--- src/rtl/clk_lock_monitor.sv ---
// Multi-channel reference-clock lock monitor: measures the period between
// synchronized reference rising edges and qualifies lock on consecutive matches.
module clk_lock_monitor #(
    parameter int CHANNELS    = 2,
    parameter int CNT_WIDTH   = 16,
    parameter int TOL_SHIFT   = 6,
    parameter int LOCK_COUNT  = 4,
    parameter int TIMEOUT     = 1000,
    parameter int SYNC_STAGES = 2
) (
    input  logic                            clk_i,
    input  logic                            rstn_i,
    input  logic [CHANNELS-1:0]             ref_i,
    input  logic [CHANNELS-1:0]             clear_i,
    output logic [CHANNELS-1:0]             lock_o,
    output logic [CHANNELS*CNT_WIDTH-1:0]   period_o,
    output logic [CHANNELS-1:0]             period_valid_o,
    output logic [CHANNELS-1:0]             timeout_o
);

    // state  | meaning
    // IDLE   | no history; waiting for the first reference edge
    // ARMED  | one edge seen; the next edge yields the first period
    // TRACK  | periods reported; counting consecutive matches
    // LOCKED | LOCK_COUNT consecutive matches seen; lock_o asserted
    typedef enum logic [1:0] {IDLE, ARMED, TRACK, LOCKED} state_t;

    localparam logic [CNT_WIDTH-1:0] CNT_MAX    = '1;
    localparam logic [CNT_WIDTH-1:0] TIMEOUT_TC = CNT_WIDTH'(TIMEOUT - 1);
    localparam logic [3:0]           LOCK_TC    = 4'(LOCK_COUNT);

    for (genvar n = 0; n < CHANNELS; n++) begin : g_ch
        logic [SYNC_STAGES-1:0] sync_q;
        logic                   synced_d_q;
        logic [CNT_WIDTH-1:0]   cnt_q;
        logic [CNT_WIDTH-1:0]   prev_q;
        logic [CNT_WIDTH-1:0]   period_q;
        logic [3:0]             match_cnt_q;
        logic                   lock_q;
        logic                   valid_q;
        logic                   timeout_q;
        state_t                 state_q;

        logic                   edge_det;
        logic                   cnt_sat;
        logic [CNT_WIDTH-1:0]   meas;
        logic [CNT_WIDTH:0]     diff;
        logic                   match;
        logic                   timeout_hit;
        logic [3:0]             match_cnt_inc;

        assign edge_det      = sync_q[SYNC_STAGES-1] & ~synced_d_q;
        assign cnt_sat       = (cnt_q == CNT_MAX);
        assign meas          = cnt_sat ? CNT_MAX : cnt_q + 1'b1;
        assign diff          = (meas >= prev_q) ? ({1'b0, meas} - {1'b0, prev_q})
                                                : ({1'b0, prev_q} - {1'b0, meas});
        // An all-ones measurement means the counter ran out, so it is never trusted.
        assign match         = (meas != CNT_MAX) && (diff <= {1'b0, prev_q >> TOL_SHIFT});
        assign timeout_hit   = (state_q != IDLE) && !edge_det && (cnt_q == TIMEOUT_TC);
        assign match_cnt_inc = match_cnt_q + 4'd1;

        always_ff @(posedge clk_i) begin
            if (!rstn_i) begin
                sync_q      <= '0;
                synced_d_q  <= 1'b0;
                cnt_q       <= '0;
                prev_q      <= '0;
                period_q    <= '0;
                match_cnt_q <= '0;
                lock_q      <= 1'b0;
                valid_q     <= 1'b0;
                timeout_q   <= 1'b0;
                state_q     <= IDLE;
            end else begin
                sync_q     <= {sync_q[SYNC_STAGES-2:0], ref_i[n]};
                synced_d_q <= sync_q[SYNC_STAGES-1];
                valid_q    <= 1'b0;
                if (clear_i[n]) begin
                    state_q     <= IDLE;
                    lock_q      <= 1'b0;
                    timeout_q   <= 1'b0;
                    cnt_q       <= '0;
                    match_cnt_q <= '0;
                end else begin
                    if (edge_det) begin
                        cnt_q <= '0;
                    end else if (!cnt_sat) begin
                        cnt_q <= cnt_q + 1'b1;
                    end

                    if (edge_det) begin
                        case (state_q)
                            IDLE: state_q <= ARMED;
                            ARMED: begin
                                prev_q      <= meas;
                                period_q    <= meas;
                                valid_q     <= 1'b1;
                                match_cnt_q <= '0;
                                state_q     <= TRACK;
                            end
                            TRACK: begin
                                prev_q   <= meas;
                                period_q <= meas;
                                valid_q  <= 1'b1;
                                if (match) begin
                                    match_cnt_q <= match_cnt_inc;
                                    if (match_cnt_inc == LOCK_TC) begin
                                        state_q <= LOCKED;
                                        lock_q  <= 1'b1;
                                    end
                                end else begin
                                    match_cnt_q <= '0;
                                end
                            end
                            LOCKED: begin
                                prev_q   <= meas;
                                period_q <= meas;
                                valid_q  <= 1'b1;
                                if (!match) begin
                                    state_q     <= TRACK;
                                    lock_q      <= 1'b0;
                                    match_cnt_q <= '0;
                                end
                            end
                            default: state_q <= IDLE;
                        endcase
                    end else if (timeout_hit) begin
                        state_q     <= IDLE;
                        lock_q      <= 1'b0;
                        timeout_q   <= 1'b1;
                        match_cnt_q <= '0;
                    end
                end
            end
        end

        assign lock_o[n]                           = lock_q;
        assign period_valid_o[n]                   = valid_q;
        assign timeout_o[n]                        = timeout_q;
        assign period_o[n*CNT_WIDTH +: CNT_WIDTH]  = period_q;
    end

endmodule

--- config.mk ---
export PLATFORM = sky130hd
export DESIGN_NAME = clk_lock_monitor
export DESIGN_NICKNAME = d
export VERILOG_FILES = /design/src/rtl/clk_lock_monitor.sv
export SDC_FILE = /design/constraint.sdc
export NUM_CORES = 1
export LEC_CHECK = 0
export ABC_AREA = 1
export BUFFER_PORTS_ARGS = -buffer_cell sky130_fd_sc_hd__buf_2
export CORE_UTILIZATION = 45
export DETAILED_ROUTE_END_ITERATION = 7
export MAX_ROUTING_LAYER = met4
export SYNTH_ARGS = -nofsm -noshare
export SYNTH_HDL_FRONTEND = slang
export SYNTH_SLANG_ARGS = --single-unit
--- constraint.sdc ---
create_clock -name clk_i -period 9.2 [get_ports clk_i]
set_input_delay 0.92 -clock clk_i [delete_from_list [all_inputs] [get_ports clk_i]]
set_output_delay 0.92 -clock clk_i [all_outputs]
set_load 0.02 [all_outputs]
Word-level counts from Yosys, hierarchy flattened
Cells that the tools add are included.

Input bits: 6. Output and inout port bits: 38. Register bits after elaboration: 88. Logic and storage cells: 135.

Mux-type cells: 40. Bitwise gates (word level): 9. Add/subtract/negate cells: 8. $lt $le $gt $ge: 4. Eq/ne operators: 24. Reductions and logical operators: 32.

Operator list (number): subtractor 16 x 16 -> 17 bit (4); less-or-equal comparator 17 x 10 -> 1 bit (2); two-way mux 17 bit (2); adder 16 x 1 -> 16 bit, second input constant (2); == test 16 x 10 -> 1 bit, second input constant (2); == test 16 bit, second input constant (2); >= comparator 16 bit (2); two-way mux 16 bit (2); two-way mux 4 bit (8); inequality test 16 bit, second input constant (2); one-hot mux 4 bit (3 select lines) (2); two-way mux 2 bit (10); inequality test 3 bit, second input constant (6); OR reduction 3 bit (6); one-hot mux 2 bit (4 select lines) (2); two-way mux 1 bit (12); AND reduction 3 bit (4); AND reduction 5 bit (2); adder 4 x 1 -> 4 bit, second input constant (2); == test 2 bit, second input constant (4); == test 4 x 3 -> 1 bit, second input constant (2); inequality test 4 x 1 -> 1 bit, second input constant (2); AND reduction 4 bit (2); nonzero test 2 bit (4); 10 further kinds (29).

Logic depth before layout (Yosys ltp)
Word-level depth: 9. Gate-level depth with buffers: 44. Gate-level depth less buffers: 40.

Least setup slack after synthesis
No wires, ideal clock.

Kind: register to register. Start point: reg g_ch[1].cnt_q[0]. End point: reg g_ch[1].match_cnt_q[0]. Cell stages (with the launch flop): 38. Clock period less this slack: 4.733 ns. Slack: 4.467 ns. Required time: 9.087 ns. Setup time: 0.113 ns. Arrival: 4.620 ns. Cells stage by stage: dfxtp_1 > ha_1 > nand3_2 > nor2_2 > nand2_1 > nor2_2 > nand3_1 > nand2_1 > inv_1 > ha_1 > buf_2 > nand2_1 > nor2_1 > inv_1 > nor3_2 > nand2_1 > nand2_2 > buf_1 > [... 2 more ...] > inv_1 > ha_1 > a21oi_1 > o21ai_0 > nand2_1 > nand4_1 > nand2_1 > nand2_1 > nand2_1 > nand2_1 > nor2_1 > nand4_2 > nand2_2 > nand2_4 > nand2_4 > nand2_1 > nand2_1 > nor2_1.

Longest elaborated chain between the ends: 9. Elaborated cells on any way between the ends: 18. Those cells by class: add/sub: 3; order compare: 2; eq/ne: 4; mux: 5; reduce/logical: 4.

RTL lines: from (decl) (RTL line 35) `logic [CNT_WIDTH-1:0] cnt_q;`; from (signal assigned) (RTL line 88) `cnt_q <= cnt_q + 1'b1;`; adder 16 x 1 -> 16 bit or == test 16 bit (tied branches) (RTL line 54, 53); two-way mux 16 bit * (RTL line 54) `assign meas = cnt_sat ? CNT_MAX : cnt_q + 1'b1;`; via g_ch[1].meas[12] (RTL line 46) `logic [CNT_WIDTH-1:0] meas;`; subtractor 16 x 16 -> 17 bit, or another cell as far along (RTL line 56) `: ({1'b0, prev_q} - {1'b0, meas});`; two-way mux 17 bit (RTL line 55) `assign diff = (meas >= prev_q) ? ({1'b0, meas} - {1'b0, prev_q})`; less-or-equal comparator 17 x 10 -> 1 bit (RTL line 58) `assign match = (meas != CNT_MAX) && (diff <= {1'b0, prev_q >> TOL_SHIFT});`; logical AND 1 bit * (RTL line 58); two-way mux 4 bit (RTL line 105) `if (match) begin`; one-hot mux 4 bit (3 select lines) (RTL line 92) `case (state_q)`; two-way mux 4 bit (RTL line 91) `if (edge_det) begin`; to (signal assigned) (RTL line 106) `match_cnt_q <= match_cnt_inc;`; to (decl) (RTL line 38) `logic [3:0] match_cnt_q;`.

Mark *: on every way through the listed nets, which the timed path passes. The rest lies on a longest branch. A chain may end at the register's enable or synchronous reset.

Final worst setup path
Start point: reg g_ch[1].cnt_q[0]. End point: reg g_ch[1].match_cnt_q[2].

Same word-level chain as after synthesis.

==> results_dict.tcl <==
set metrics [dict create \
    tns_ns 0 \
    cts_root_buf "clkbuf_16" \
    leakagePower_nw 5.39 \
    synth_compound_area_frac 0.0942 \
    path_max_fanout 17 \
    gr-total-overflow 0 \
    drtPass1Iterations 5 \
    synth_fa_ha_area_frac 0.138 \
    core_area_um2 19500 \
    fmax_ghz 0.175 \
    synth_xor_area_frac 0.0263 \
    setup_viol 0 \
    ctsResizeCount 0 \
    area_growth_pct 7.51 \
    finalWorstSetupSlack_ns 3.49 \
    die-area_um2 20500 \
    synth.area.mux_share 0.00334 \
    yosys.area_share.simple 0.390 \
    period_minus_slack_ns 5.71 \
    switching_share 0.346 \
    ys_warn_count 0 \
    rr_worst_depth 38 \
    crit_type "register to register" \
    ir_worst_vdd_uv 90.5 \
    maxCapViolations 0 \
    syn-num-nets 1663 \
    crit_path_end "g_ch[1].match_cnt_q[2]" \
    rrSetupSlack_ns 3.49 \
    cp.required_ns 9.44 \
    cts_tree "yes" \
    die_w_um 143 \
    cts_buffers 9 \
    combPwrFrac 0.260 \
    maxSlewViolCount 0 \
    r2r_end "g_ch[1].match_cnt_q[2]" \
    total_power_w 0.00101 \
    first_iter_violations 526 \
    post_cts_buffers 0 \
    met2WireLength_mm 12.8 \
    ys_ff_latch 88 \
    wl_mm 26.2 \
    worst_path_max_delay_cell "ha_1" \
    diodes 0 \
    syn-instance-count 1560 \
    yosysTopAreaCell "nand2_1" \
    htreeDepth 3 \
    dp_hpwl_mm 21.7 \
    insertion_delay_ns 0.35 \
    io_pins 44 \
    startpoint "g_ch[1].cnt_q[0]" \
    reg2reg_from "g_ch[1].cnt_q[0]" \
    grt_usage 0.270 \
    startpoint_type "register" \
    cpPeakStageDelay_ns 0.52 \
    wire_per_inst_um 14.1 \
    antenna_left 0 \
    gp_congestion 0.993 \
    synth_top_area_frac 0.214 \
    cp.arrival_ns 5.95 \
    drt-met1-wl_mm 11.7 \
    hold_ws_ns 0.411 \
    antenna_found_initial 0 \
    fillers 2179 \
    clk_path_buf_depth 2 \
    via_per_inst 4.94 \
    finalNetCount 1690 \
    grt_max_degree 27 \
    finalClockSkew_ns 0.0104 \
    synth.area.top_cells "nand2_1 (21%), dfxtp_1 (20%), inv_1 (13%)" \
    fp-row-count 51 \
    power_switching_w 0.000349 \
    port_buffers 43 \
    rsz0062_at_grt "no" \
    grt_pass1_vias 8318 \
    intPower_w 0.000659 \
    syn_area_um2 8980 \
    die_h_um 143 \
    via_count 9180 \
    hold_viol_final 0 \
    grt_first_pass_wirelength_mm 41.8 \
    worst_path_most_repeated_cell "nand2_1" \
    drc 0 \
    p_seq_frac 0.385 \
    cts.sinks 88 \
    p_clk_frac 0.355 \
    holdBufCountCts 0 \
    synth_cell_types 40 \
    dp_slack_ns 3.56 \
    layout-drive-gt1-share 0.0597 \
    cts.clk_slew.worst_paths_ns 0.07 \
    yosysSeqAreaShare 0.196 \
    period_share 0.620 \
    start_util 0.460 \
    synth_top_family_by_area "simple AND/OR/NAND/NOR gates" \
    tightest_slew_ns 0.968 \
    top_layer_used "met4" \
    max_slew_margin 0.350 \
    endpoint_kind "register" \
    p_per_area_nw_per_um2 104 \
    hold_class "register to register" \
    syn_area_per_cell_um2 5.76 \
    wl_met3_um 905 \
    outcome "finished clean" \
]
## layout by cell type, fill, tap and decap left out, drive strengths merged, types with 3 or more instances in the layout
cell and n:
nor2 138, dfxtp 88, nand4 25, clkbuf 9, nand3 115, xnor2 10
nand2 521, nor4 3, o21ai 57, nand3b 5, o21bai 5, mux2i 3
xor2 17, or2 3, clkinvlp 3, clkinv 5, buf 43, inv 322
nor3 19, fa 4, ha 93, a21oi 93
## final cells by class
class | instances | area [µm²] | share of cell area
clock buffer | 9 | 225 | 0.0233
timing repair buffer | 43 | 215 | 0.0223
inverter | 323 | 1210 | 0.126
clock inverter | 7 | 53.8 | 0.00557
multi-input combinational | 1122 | 5860 | 0.606
sequential | 88 | 1760 | 0.182
tap | 265 | 332 | 0.0343
## routing by layer
layer / vias to the layer above / track usage
met3: 43 / 0.0312
li1: 4854 / -
met2: 200 / 0.469
met4: 0 / 0.104
met1: 4083 / 0.317
met5: - / -
## power groups by stage
| stage | logic (W) | registers, W | clock network, W |
|---|---|---|---|
| after detailed placement | 0.000260 | 0.000397 | 0 |
| after global routing | 0.000300 | 0.000388 | 0.000383 |
| after floorplan | 0.000198 | 0.000397 | 0 |
| after CTS | 0.000262 | 0.000388 | 0.000373 |
| final | 0.000263 | 0.000388 | 0.000358 |
| after global placement | 0.000259 | 0.000397 | 0 |
## stage by stage
step,util,instances,instance area [µm²]
final,0.494,1857,9660
after global routing,0.494,1857,9660
after CTS,0.494,1857,9660
after detailed placement,0.480,1841,9380
after global placement,0.480,1841,9380
after floorplan,-,1560,8980
## Yosys cell counts, drive strengths merged
cell type / instances
a21o: 2
a21oi: 93
a31oi: 2
and2: 2
and3: 2
buf: 17
clkbuf: 10
clkinv: 3
dfxtp: 88
fa: 4
ha: 93
inv: 320
mux2i: 3
nand2: 521
nand3: 115
nand3b: 5
nand4: 25
nor2: 138
nor3: 19
nor4: 3
o211ai: 1
o21a: 2
o21ai: 57
o21bai: 5
or2: 3
xnor2: 10
xor2: 17
## registers in the layout (all words and copies together) (netlist names)
| name | count |
|---|---|
| g_ch.match_cnt_q | 8 |
| g_ch.state_q | 4 |
| g_ch.synced_d_q | 2 |
| g_ch.timeout_q | 2 |
| g_ch.lock_q | 2 |
| g_ch.cnt_q | 32 |
| g_ch.period_q | 32 |
| g_ch.sync_q | 4 |
| g_ch.valid_q | 2 |
## critical path, delay by kind of cell, from the launching register on
| kind | cells | cell delay, ns |
|---|---|---|
| buffers and inverters | 3 | 0.20 |
| XOR/XNOR | 1 | 0.17 |
| AND/OR/NAND/NOR | 29 | 3.27 |
| flip-flops | 1 | 0.49 |
| adder cells (fa/ha/maj) | 3 | 1.11 |
| AO/OA/AOI/OAI | 2 | 0.35 |
## cell families after synthesis
logic type / after synthesis
DFF: 88
muxes: 3
AOI/OAI and AO/OA: 162
and+or+nand+nor: 833
adders and majority gates: 97
buffers and inverters: 350
xor gates and xnor gates: 27
## worst min path at each step
stage | to | cells past startpoint | start
CTS | g_ch[0].sync_q[1] | 2 | g_ch[0].sync_q[0]
finish | g_ch[0].sync_q[1] | 2 | g_ch[0].sync_q[0]
detailed placement | g_ch[0].sync_q[1] | 2 | g_ch[0].sync_q[0]
global placement | g_ch[0].sync_q[1] | 2 | g_ch[0].sync_q[0]
global route | g_ch[1].sync_q[1] | 2 | g_ch[1].sync_q[0]
floorplan | g_ch[0].sync_q[1] | 2 | g_ch[0].sync_q[0]
Note: power is estimated with default switching activity, not from simulation.
